[config.mk]
export PLATFORM = sky130hd
export DESIGN_NAME = execute_stage
export DESIGN_NICKNAME = d
export VERILOG_FILES = /design/src/rtl/execute_stage.sv
export SDC_FILE = /design/constraint.sdc
export NUM_CORES = 1
export LEC_CHECK = 0
export ABC_AREA = 1
export CAP_MARGIN = 20
export CORE_ASPECT_RATIO = 1.1
export CORE_UTILIZATION = 50
export CTS_CLUSTER_SIZE = 10
export DETAILED_ROUTE_END_ITERATION = 6
export GPL_TIMING_DRIVEN = 0
export MAX_ROUTING_LAYER = met4
export PLACE_DENSITY = 0.9
export SYNTH_ARGS = -nofsm -noshare
export SYNTH_HDL_FRONTEND = slang
export SYNTH_SLANG_ARGS = --single-unit
[constraint.sdc]
create_clock -name clk -period 1.5 [get_ports clk]
set_clock_uncertainty 0.2 [all_clocks]
set_input_delay 0.45 -clock clk [delete_from_list [all_inputs] [get_ports clk]]
set_output_delay 0.45 -clock clk [all_outputs]
set_load 0.01 [all_outputs]
[src/rtl/execute_stage.sv]
// execute_stage: ALU execute stage sitting behind the decode pipeline register.
// Single-cycle logic/add/sub/shift ops plus an optional iterative shift-add
// multiply that stalls upstream while it runs.
//
// Build option:
//   EXEC_MUL_EN  defined   -> opcode 8 runs the WIDTH-cycle shift-add multiply
//                undefined -> no multiplier hardware; opcode 8 is illegal
//
// Handshake (both sides strict valid/ready):
//   An input op transfers on a rising edge where in_valid && in_ready.
//   A result transfers on a rising edge where out_valid && out_ready.
//   in_valid/rdA/rdB/op are ignored while in_ready is low. While
//   out_valid && !out_ready the result and flags are held stable, and
//   in_ready stays low so the pending result cannot be overwritten.
//   in_ready is combinational: IDLE and (no result pending or it leaves
//   this cycle), and forced low during reset.
module execute_stage #(
  parameter int WIDTH = 8,
  parameter int SHW   = 3
) (
  input  logic             clk,
  input  logic             rst,
  input  logic             in_valid,
  output logic             in_ready,
  input  logic [WIDTH-1:0] rdA,
  input  logic [WIDTH-1:0] rdB,
  input  logic [3:0]       op,
  output logic             out_valid,
  input  logic             out_ready,
  output logic [WIDTH-1:0] alu_out,
  output logic             flag_z,
  output logic             flag_c,
  output logic             flag_n,
  output logic             illegal,
  output logic             busy,
  output logic [1:0]       state_dbg
);

  localparam logic [3:0] OP_ADD   = 4'd0;
  localparam logic [3:0] OP_SUB   = 4'd1;
  localparam logic [3:0] OP_AND   = 4'd2;
  localparam logic [3:0] OP_OR    = 4'd3;
  localparam logic [3:0] OP_XOR   = 4'd4;
  localparam logic [3:0] OP_SHL   = 4'd5;
  localparam logic [3:0] OP_SHR   = 4'd6;
  localparam logic [3:0] OP_PASSA = 4'd7;
  localparam logic [3:0] OP_MUL   = 4'd8;

  typedef enum logic [1:0] {
    S_IDLE = 2'd0,
    S_MUL  = 2'd1
  } state_t;

  state_t state;

  logic accept;
  logic take;
  logic is_mul;
  logic mul_done;

  // single-cycle datapath results
  logic [WIDTH-1:0] sc_res;
  logic             sc_c;
  logic             sc_ill;
  logic [SHW-1:0]   sh;
  logic [SHW-1:0]   shl_idx;
  logic [SHW-1:0]   shr_idx;

  // next values for the registered result
  logic             load_res;
  logic [WIDTH-1:0] nxt_res;
  logic             nxt_c;
  logic             nxt_ill;

  assign accept    = in_valid && in_ready;
  assign take      = out_valid && out_ready;
  assign in_ready  = rst && (state == S_IDLE) && (!out_valid || out_ready);
  assign state_dbg = state;

  // SHL's last shifted-out bit is A[WIDTH-sh]; SHR's is A[sh-1]. Both are
  // only meaningful for sh != 0, so the wrapped index at sh == 0 is masked.
  assign sh      = rdB[SHW-1:0];
  assign shl_idx = SHW'(WIDTH - int'(sh));
  assign shr_idx = sh - SHW'(1);

  // Decode and evaluate the single-cycle ops
  always_comb begin
    sc_res = '0;
    sc_c   = 1'b0;
    sc_ill = 1'b0;
    case (op)
      OP_ADD:   {sc_c, sc_res} = {1'b0, rdA} + {1'b0, rdB};
      OP_SUB: begin
        sc_res = rdA - rdB;
        sc_c   = (rdA < rdB);
      end
      OP_AND:   sc_res = rdA & rdB;
      OP_OR:    sc_res = rdA | rdB;
      OP_XOR:   sc_res = rdA ^ rdB;
      OP_SHL: begin
        sc_res = rdA << sh;
        sc_c   = (sh != '0) ? rdA[shl_idx] : 1'b0;
      end
      OP_SHR: begin
        sc_res = rdA >> sh;
        sc_c   = (sh != '0) ? rdA[shr_idx] : 1'b0;
      end
      OP_PASSA: sc_res = rdA;
`ifdef EXEC_MUL_EN
      OP_MUL:   ;
`endif
      default:  sc_ill = 1'b1;
    endcase
  end

`ifdef EXEC_MUL_EN
  localparam logic [SHW:0] CNT_LAST = (SHW+1)'(WIDTH - 1);

  state_t              state_next;
  logic [2*WIDTH-1:0]  mcand;
  logic [2*WIDTH-1:0]  acc;
  logic [2*WIDTH-1:0]  acc_next;
  logic [WIDTH-1:0]    mplier;
  logic [SHW:0]        cnt;
  logic                busy_q;

  assign is_mul   = (op == OP_MUL);
  assign acc_next = acc + (mplier[0] ? mcand : '0);
  assign mul_done = (state == S_MUL) && (cnt == CNT_LAST);
  assign busy     = busy_q;

  // FSM state register
  always_ff @(posedge clk or negedge rst) begin
    if (!rst) state <= S_IDLE;
    else      state <= state_next;
  end

  // FSM next state: enter MUL on an accepted multiply, leave after WIDTH steps
  always_comb begin
    state_next = state;
    case (state)
      S_IDLE:  if (accept && is_mul) state_next = S_MUL;
      S_MUL:   if (cnt == CNT_LAST)  state_next = S_IDLE;
      default: state_next = S_IDLE;
    endcase
  end

  // Shift-add multiply datapath: one multiplier bit per cycle
  always_ff @(posedge clk or negedge rst) begin
    if (!rst) begin
      mcand  <= '0;
      mplier <= '0;
      acc    <= '0;
      cnt    <= '0;
      busy_q <= 1'b0;
    end else if (accept && is_mul) begin
      mcand  <= {{WIDTH{1'b0}}, rdA};
      mplier <= rdB;
      acc    <= '0;
      cnt    <= '0;
      busy_q <= 1'b1;
    end else if (state == S_MUL) begin
      acc    <= acc_next;
      mcand  <= mcand << 1;
      mplier <= mplier >> 1;
      cnt    <= cnt + (SHW+1)'(1);
      if (cnt == CNT_LAST) busy_q <= 1'b0;
    end
  end
`else
  assign state    = S_IDLE;
  assign is_mul   = 1'b0;
  assign mul_done = 1'b0;
  assign busy     = 1'b0;
`endif

  // Select what gets loaded into the result register this cycle
  always_comb begin
    load_res = 1'b0;
    nxt_res  = sc_res;
    nxt_c    = sc_c;
    nxt_ill  = sc_ill;
    if (accept && !is_mul) begin
      load_res = 1'b1;
    end
`ifdef EXEC_MUL_EN
    if (mul_done) begin
      load_res = 1'b1;
      nxt_res  = acc_next[WIDTH-1:0];
      nxt_c    = |acc_next[2*WIDTH-1:WIDTH];
      nxt_ill  = 1'b0;
    end
`endif
  end

  // Result/flag register and out_valid: load on completion, clear on hand-off
  always_ff @(posedge clk or negedge rst) begin
    if (!rst) begin
      alu_out   <= '0;
      flag_z    <= 1'b0;
      flag_c    <= 1'b0;
      flag_n    <= 1'b0;
      illegal   <= 1'b0;
      out_valid <= 1'b0;
    end else if (load_res) begin
      alu_out   <= nxt_res;
      flag_z    <= (nxt_res == '0);
      flag_c    <= nxt_c;
      flag_n    <= nxt_res[WIDTH-1];
      illegal   <= nxt_ill;
      out_valid <= 1'b1;
    end else if (take) begin
      out_valid <= 1'b0;
    end
  end

endmodule

==> Yosys cells after proc, flatten, opt, wreduce, memory -nomap -nowiden <==
Cells that the tools add are included.
Widths: inputs -> output; s select.
{ "totals": {"regBits": 13, "input_bits": 24, "output_inout_bits": 17, "word_cells": 47} }
{ "op_classes": {"add_sub_neg": 4, "order_cmp": 3, "eq_ne": 7, "shifts": 2, "muxes": 12, "n_bitwise": 3, "n_reduce_logical": 10} }
{ "op_table": {"columns": ["cell", "n"], "rows": [
  ["$pmux 8 s8", 1],
  ["$eq 4x3->1 const B", 4],
  ["$add 8x8->9", 1],
  ["$and 8x8->8", 1],
  ["$eq 4x2->1 const B", 2],
  ["$logic_not 8->1", 1],
  ["$lt 3x4->1 const B", 2],
  ["$lt 8x8->1", 1],
  ["$mux 1", 8],
  ["$or 8x8->8", 1],
  ["$reduce_or 8->1", 1],
  ["$shl 8x3->8", 1],
  ["$shr 8x3->8", 1],
  ["$sub 8x8->8", 1],
  ["$xor 8x8->8", 1],
  ["$bmux 1 s3", 2],
  ["$eq 4x1->1 const B", 1],
  ["$logic_not 4->1", 1],
  ["$pmux 1 s4", 1],
  ["$logic_and 1x1->1", 3],
  ["$reduce_bool 3->1", 1],
  ["$sub 1x3->3 const A", 1],
  ["$sub 3x1->3 const B", 1],
  ["$reduce_bool 2->1", 1],
  ["2 further kinds", 2]
]} }

==> Logic depth before layout (Yosys ltp) <==
{ "logic_depth": {"word_depth": 6, "mapped_depth": 17, "ltp_nobuf": 17} }

==> Worst setup path before layout <==
OpenSTA, ideal clock, no wires.
{ "synth_timing": {"path_type": "input to register", "startpoint": "in rdB[1]", "endpoint": "reg flag_z", "setup_ns": 0.066, "t_arrival_ns": 1.995, "required_time_ns": 1.234, "path_slack_ns": -0.760, "stages": 13, "path_buffers": 1, "path_cell_list": "inv_2 buf_2 fa_1 or2_2 nand3_1 nand2_1 nor2_1 nand3_1 nor2_1 nand2_1 nor2_1 nand2_1 nand2_1"} }
{ "synth_between": {"elab_chain_cells": 3, "elab_cells_between_ends": 9, "cone_classes": "add/sub (2); shift (2); mux (1); bitwise (3); reduce/logical (1)"} }
{ "synth_lines": {"columns": ["element", "line", "rtl"], "rows": [
  ["start, declared", "26", "input logic [WIDTH-1:0] rdB,"],
  ["$sub 8x8->8, or another cell as far along", "94", "sc_res = rdA - rdB;"],
  ["$pmux 8 s8 *", "91", "case (op)"],
  ["$logic_not 8->1 *", "207", "flag_z <= (nxt_res == '0);"],
  ["end signal, assigned", "207", null],
  ["end, declared", "31", "output logic flag_z,"]
]} }
Every way passes the cells marked *; elsewhere a longest branch is shown, timed or not.
A chain may end at the register's enable or synchronous reset.

==> Worst setup path in the final report <==
{ "layout_timing": {"startpoint": "in rdA[0]", "endpoint": "reg flag_z"} }
{ "layout_between": {"elab_chain_cells": 3, "elab_cells_between_ends": 9, "cone_classes": "add/sub (2); shift (2); mux (1); bitwise (3); reduce/logical (1)"} }
{ "layout_lines": {"columns": ["element", "line", "rtl"], "rows": [
  ["start, declared", "25", "input logic [WIDTH-1:0] rdA,"],
  ["$sub 8x8->8, or another cell as far along", "94", null],
  ["$pmux 8 s8 *", "91", null],
  ["$logic_not 8->1 *", "207", null]
]} }
Marked as above.

==> impl_summary.md <==
Status
The flow ran to the end, but the final reports show violations. The final reports fail on negative setup slack.

Global route
The largest net degree at the start of global routing is 13. The number of global-route vias before repair is 3,005. The first global-routing pass estimated 13.8 mm of wire. The all-layer global routing usage is 36.8%. The initial antenna violation count is 0. The total global routing overflow is 0.

Worst setup path
Data on the critical path is required at its endpoint by 1480 ps. The critical path class is input pin to flop. The startpoint of the most critical register-to-register path is out_valid. The most used cell along the critical path is sky130_fd_sc_hd__nand2_1. The slowest cell on the critical path is sky130_fd_sc_hd__fa_2. On the critical path the largest part of the delay comes from simple AND/OR/NAND/NOR gates. At the worst endpoint, the arrival time is 2330 ps. The count of cells along the worst register-to-register path is 12. Together, buffers and inverters on the worst path number 5. Traced cell by cell, the critical path runs through buf_12 -> inv_12 -> ha_4 -> inv_4 -> fa_2 -> buf_6 -> nand2_4 -> nand2_4 -> nand2_2 -> nand2_1 -> nand3_1 -> nand2_1 -> inv_2 -> nand2_2 -> nor2_2 -> nand2_1 -> nor2_1 -> nand2_1 -> nand2_1.

The kind of capture point of the worst setup path is a flop. The critical path launch point type is an input pin. Along the worst path, the maximum fanout reaches 2. For flop-to-flop paths, the worst setup slack is -280 ps. The biggest cell delay along the critical path is 410 ps. The worst register-to-register path ends at flag_z.

Route
The remaining design rule violation count is 0. Dividing the detail-routed via count by the number of cells gives 6.02. The amount of wire on met3 after detailed routing is 922 µm.

Summing over every cut layer, the via total after detailed routing is 3,442. Once detail routing completed, the nets flagged for antenna violations numbered 0. The highest metal layer carrying signal wires in the routed design is met4.

In the final routed layout, each cell accounts on average for 17.2 µm. The routed metal-1 wire length is 3.58 mm. The wire length on met2 is 4.82 mm. For this run, the detailed router's first-pass iteration total came to 5. The detailed router's first-iteration violation count is 390.

The final layout contains routed wiring with a total length of 9.86 mm.

Cells and area
Summing all flip-flop and latch instances after layout gives 300 µm². The number of nets in the layout is 572. The count of placed standard cells in the final layout, fillers left out is 572.

The multi-input combinational cells in the finished layout cover a total of 2270 µm². The antenna cell count is 0. The layout has 350 filler cells. Of the cells placed in the final design, the portion with a size suffix greater than 1 is 39.1%. The growth of design area from synthesis to finish is 50.0%.

Yosys
The average instance in the mapped netlist occupies 5.63 µm². The synthesis-stage register bit count is 12. The warning count from the yosys run is 0. In this run, synthesis inferred 0 flip-flops with an integrated enable.

The synthesized instance count is 435. The leading register cell type out of synthesis is sky130_fd_sc_hd__dfrtp_1. The top cell type by area accounts for 22.8% of the synthesized area.

Summing the sequential cell areas from Yosys gives 12.3% of the chip area. The cell area that synthesis handed to floorplanning was 2450 µm². Of all flip-flops after synthesis, the portion carrying an async set or reset was 100%. The synthesized design spends more area on one cell type than any other, namely sky130_fd_sc_hd__nand2_1. By area the synthesized netlist is led by sky130_fd_sc_hd__nand2_1 23%, sky130_fd_sc_hd__nand3_1 15%, sky130_fd_sc_hd__ha_1 14%. Yosys mapped the design onto 31 distinct sky130hd cell types.

Clocking
TritonCTS built the clock tree. The number of buffers created by CTS is 3. The cell chosen for the clock root is sky130_fd_sc_hd__clkbuf_8. Clock-pin slew was measured on the worst setup and hold paths at 50 ps. At the later pin of the worst-skew pair, clock insertion delay measures 240 ps. The clock tree buffer depth is 2. The clock drives 12 sinks.

The H-tree level count is 1.

Die
The floorplan step set the die height to 75.4 µm. The effective utilization at floorplan is 52.3%. The core region is 4680 µm². The area of the die is 5190 µm². In this run the count of I/O pins placed on the die edge is 41. The row count is 26.

The floorplan step set the die width to 68.8 µm.

Worst hold path
The worst hold path was traced through 2 stages. The classification of the worst-slack hold path is flop to flop. The startpoint of the tightest hold check path is alu_out[4]. For hold timing, the worst endpoint is alu_out[4].

Placement
Input and output buffers added on the ports amount to 37. The wire-length estimate of the detail-placed layout is 6.34 mm. The worst-case setup slack after placement is -1670 ps. Counting tap cells, the placed design contains a total of 530 instances. At the end of routability-driven placement, the weighted congestion stood at 0.975.

STA
The setup slack of the critical path after layout is -849 ps. The minimum clock period after layout is 2350 ps. The relative max-transition margin is 61.5%.

The summed negative setup slack over all endpoints is -5990 ps. The final worst-path cycle share is 157%. The number of endpoints failing setup at the final stage is 11. The actual slew at the worst max-slew pin is 575 ps. Hold timing on the final database bottoms out at a slack of 271 ps. The total count of max-transition violations in the final report is 0.

The number of hold-slack violations in the final timing report is 0. The maximum operating frequency is 426 MHz. Setup repair after global routing could not meet its margin everywhere.

Power and ir drop
Dividing total power by cell area gives a power density of 525 nW/µm². The leakage power summed over all cells is 0.00193 µW. The largest voltage drop on the vdd net is 0.000457 V.

Job
The number of max-cap violations is 0.
==> routing by layer <==
metal  vias to the layer above  GRT usage, %
li1                       1558             -
met1                      1555          42.2
met2                       259          62.2
met3                        70          6.74
met4                         0          15.9
met5                         -             -
==> how the worst max path moves through the flow <==
stage,endpoint,start,slack (ps),cells after the start
after floorplan,flag_z,rdA[0],-600,14
after global placement,flag_z,rdA[0],-1640,15
after detailed placement,flag_z,rdA[0],-1670,17
after CTS,flag_z,rdA[0],-680,15
after global routing,flag_z,rdA[0],-880,19
final,flag_z,rdA[0],-850,19
==> synth_stat cells, types with 2 or more instances <==
master                       n
sky130_fd_sc_hd__o21a_1      3
sky130_fd_sc_hd__o21ai_0     8
sky130_fd_sc_hd__nand4_1     3
sky130_fd_sc_hd__inv_2      10
sky130_fd_sc_hd__a21oi_1     9
sky130_fd_sc_hd__buf_2       5
sky130_fd_sc_hd__nor3_1      3
sky130_fd_sc_hd__o21ai_1     7
sky130_fd_sc_hd__inv_1      45
sky130_fd_sc_hd__and2_1      3
sky130_fd_sc_hd__nand3_1    74
sky130_fd_sc_hd__ha_1       28
sky130_fd_sc_hd__nand2_2     2
sky130_fd_sc_hd__nand3b_1    5
sky130_fd_sc_hd__o211ai_1    2
sky130_fd_sc_hd__buf_4       4
sky130_fd_sc_hd__nor2_4      3
sky130_fd_sc_hd__fa_1        2
sky130_fd_sc_hd__nor2_2      9
sky130_fd_sc_hd__dfrtp_1    12
sky130_fd_sc_hd__nand2_1   149
sky130_fd_sc_hd__or2_2       2
sky130_fd_sc_hd__nor2_1     39
==> cells by family (layout without fill, tap and decap cells) <==
family	Yosys count	after routing	share of synthesized area, %
DFF	12	12	12.3
and+or+nand+nor	293	293	52.7
adders and majority gates	30	30	15.9
AOI/OAI and AO/OA	33	33	7.66
other	1	3	0.153
buffers and inverters	66	145	11.3
==> repair_timing <==
item	4_1_cts	5_1_grt
cloned	2	0
endpoints found under the setup margin	26	19
pin swaps	41	40
endpoints found under the hold margin	12	0
hold buffers	1	0
resized for setup	218	71
buffers inserted	26	16
==> stage by stage <==
step	utilization (%)	total power (µW)	instance area [µm²]
floorplan	-	979	2570
global placement	64.2	1330	3010
detailed placement	64.2	1350	3010
CTS	74.2	1770	3480
global route	78.5	2040	3680
finish	78.5	1930	3680
==> layout make-up <==
| cell class | instances | area share [%] |
|---|---|---|
| flip-flops and latches | 12 | 8.17 |
| inverters | 55 | 7.04 |
| repair buffers | 78 | 17.6 |
| multi-input cells | 359 | 61.8 |
| well taps | 56 | 1.91 |
| clock buffers | 3 | 1.12 |
| plain buffers | 9 | 2.42 |
==> power breakdown <==
part	leakage, µW	total [µW]	switching (µW)	internal (µW)
clock	0.0000216	290	113	177
sequential	0.000154	411	33.3	378
combinational	0.00175	1230	720	510
total	0.00193	1930	867	1060
==> registers in the layout (all words and copies together), names as in the netlist <==
| signal | count |
|---|---|
| flag_c | 1 |
| flag_z | 1 |
| out_valid | 1 |
| illegal | 1 |
| alu_out | 8 |
==> cells in the final DEF, fill, tap and decap left out, types with 4 or more instances in the layout <==
master	count
sky130_fd_sc_hd__buf_4	40
sky130_fd_sc_hd__nand2_2	18
sky130_fd_sc_hd__buf_2	16
sky130_fd_sc_hd__ha_4	11
sky130_fd_sc_hd__dfrtp_1	12
sky130_fd_sc_hd__nor2_1	26
sky130_fd_sc_hd__nand2_1	128
sky130_fd_sc_hd__a21oi_1	7
sky130_fd_sc_hd__nand3b_1	5
sky130_fd_sc_hd__nor2_4	12
sky130_fd_sc_hd__o21ai_1	9
sky130_fd_sc_hd__nand3_2	9
sky130_fd_sc_hd__nand2_4	6
sky130_fd_sc_hd__buf_12	4
sky130_fd_sc_hd__inv_2	23
sky130_fd_sc_hd__clkbuf_2	4
sky130_fd_sc_hd__nor2_2	13
sky130_fd_sc_hd__inv_4	7
sky130_fd_sc_hd__buf_6	11
sky130_fd_sc_hd__inv_1	21
sky130_fd_sc_hd__ha_1	16
sky130_fd_sc_hd__nand3_1	65
==> worst reg2reg max path, cell delays in order, from the launching register on <==
cell	delay, ps
sky130_fd_sc_hd__dfrtp_1	380
sky130_fd_sc_hd__nand2_2	80
sky130_fd_sc_hd__and2_4	170
sky130_fd_sc_hd__nand2_4	70
sky130_fd_sc_hd__inv_4	60
sky130_fd_sc_hd__o21ai_0	90
sky130_fd_sc_hd__nor2_1	130
sky130_fd_sc_hd__nand2_1	100
sky130_fd_sc_hd__nor2_2	140
sky130_fd_sc_hd__nand2_1	90
sky130_fd_sc_hd__nor2_1	110
sky130_fd_sc_hd__nand2_1	60
sky130_fd_sc_hd__nand2_1	60
(Power assumes the default switching activity.)
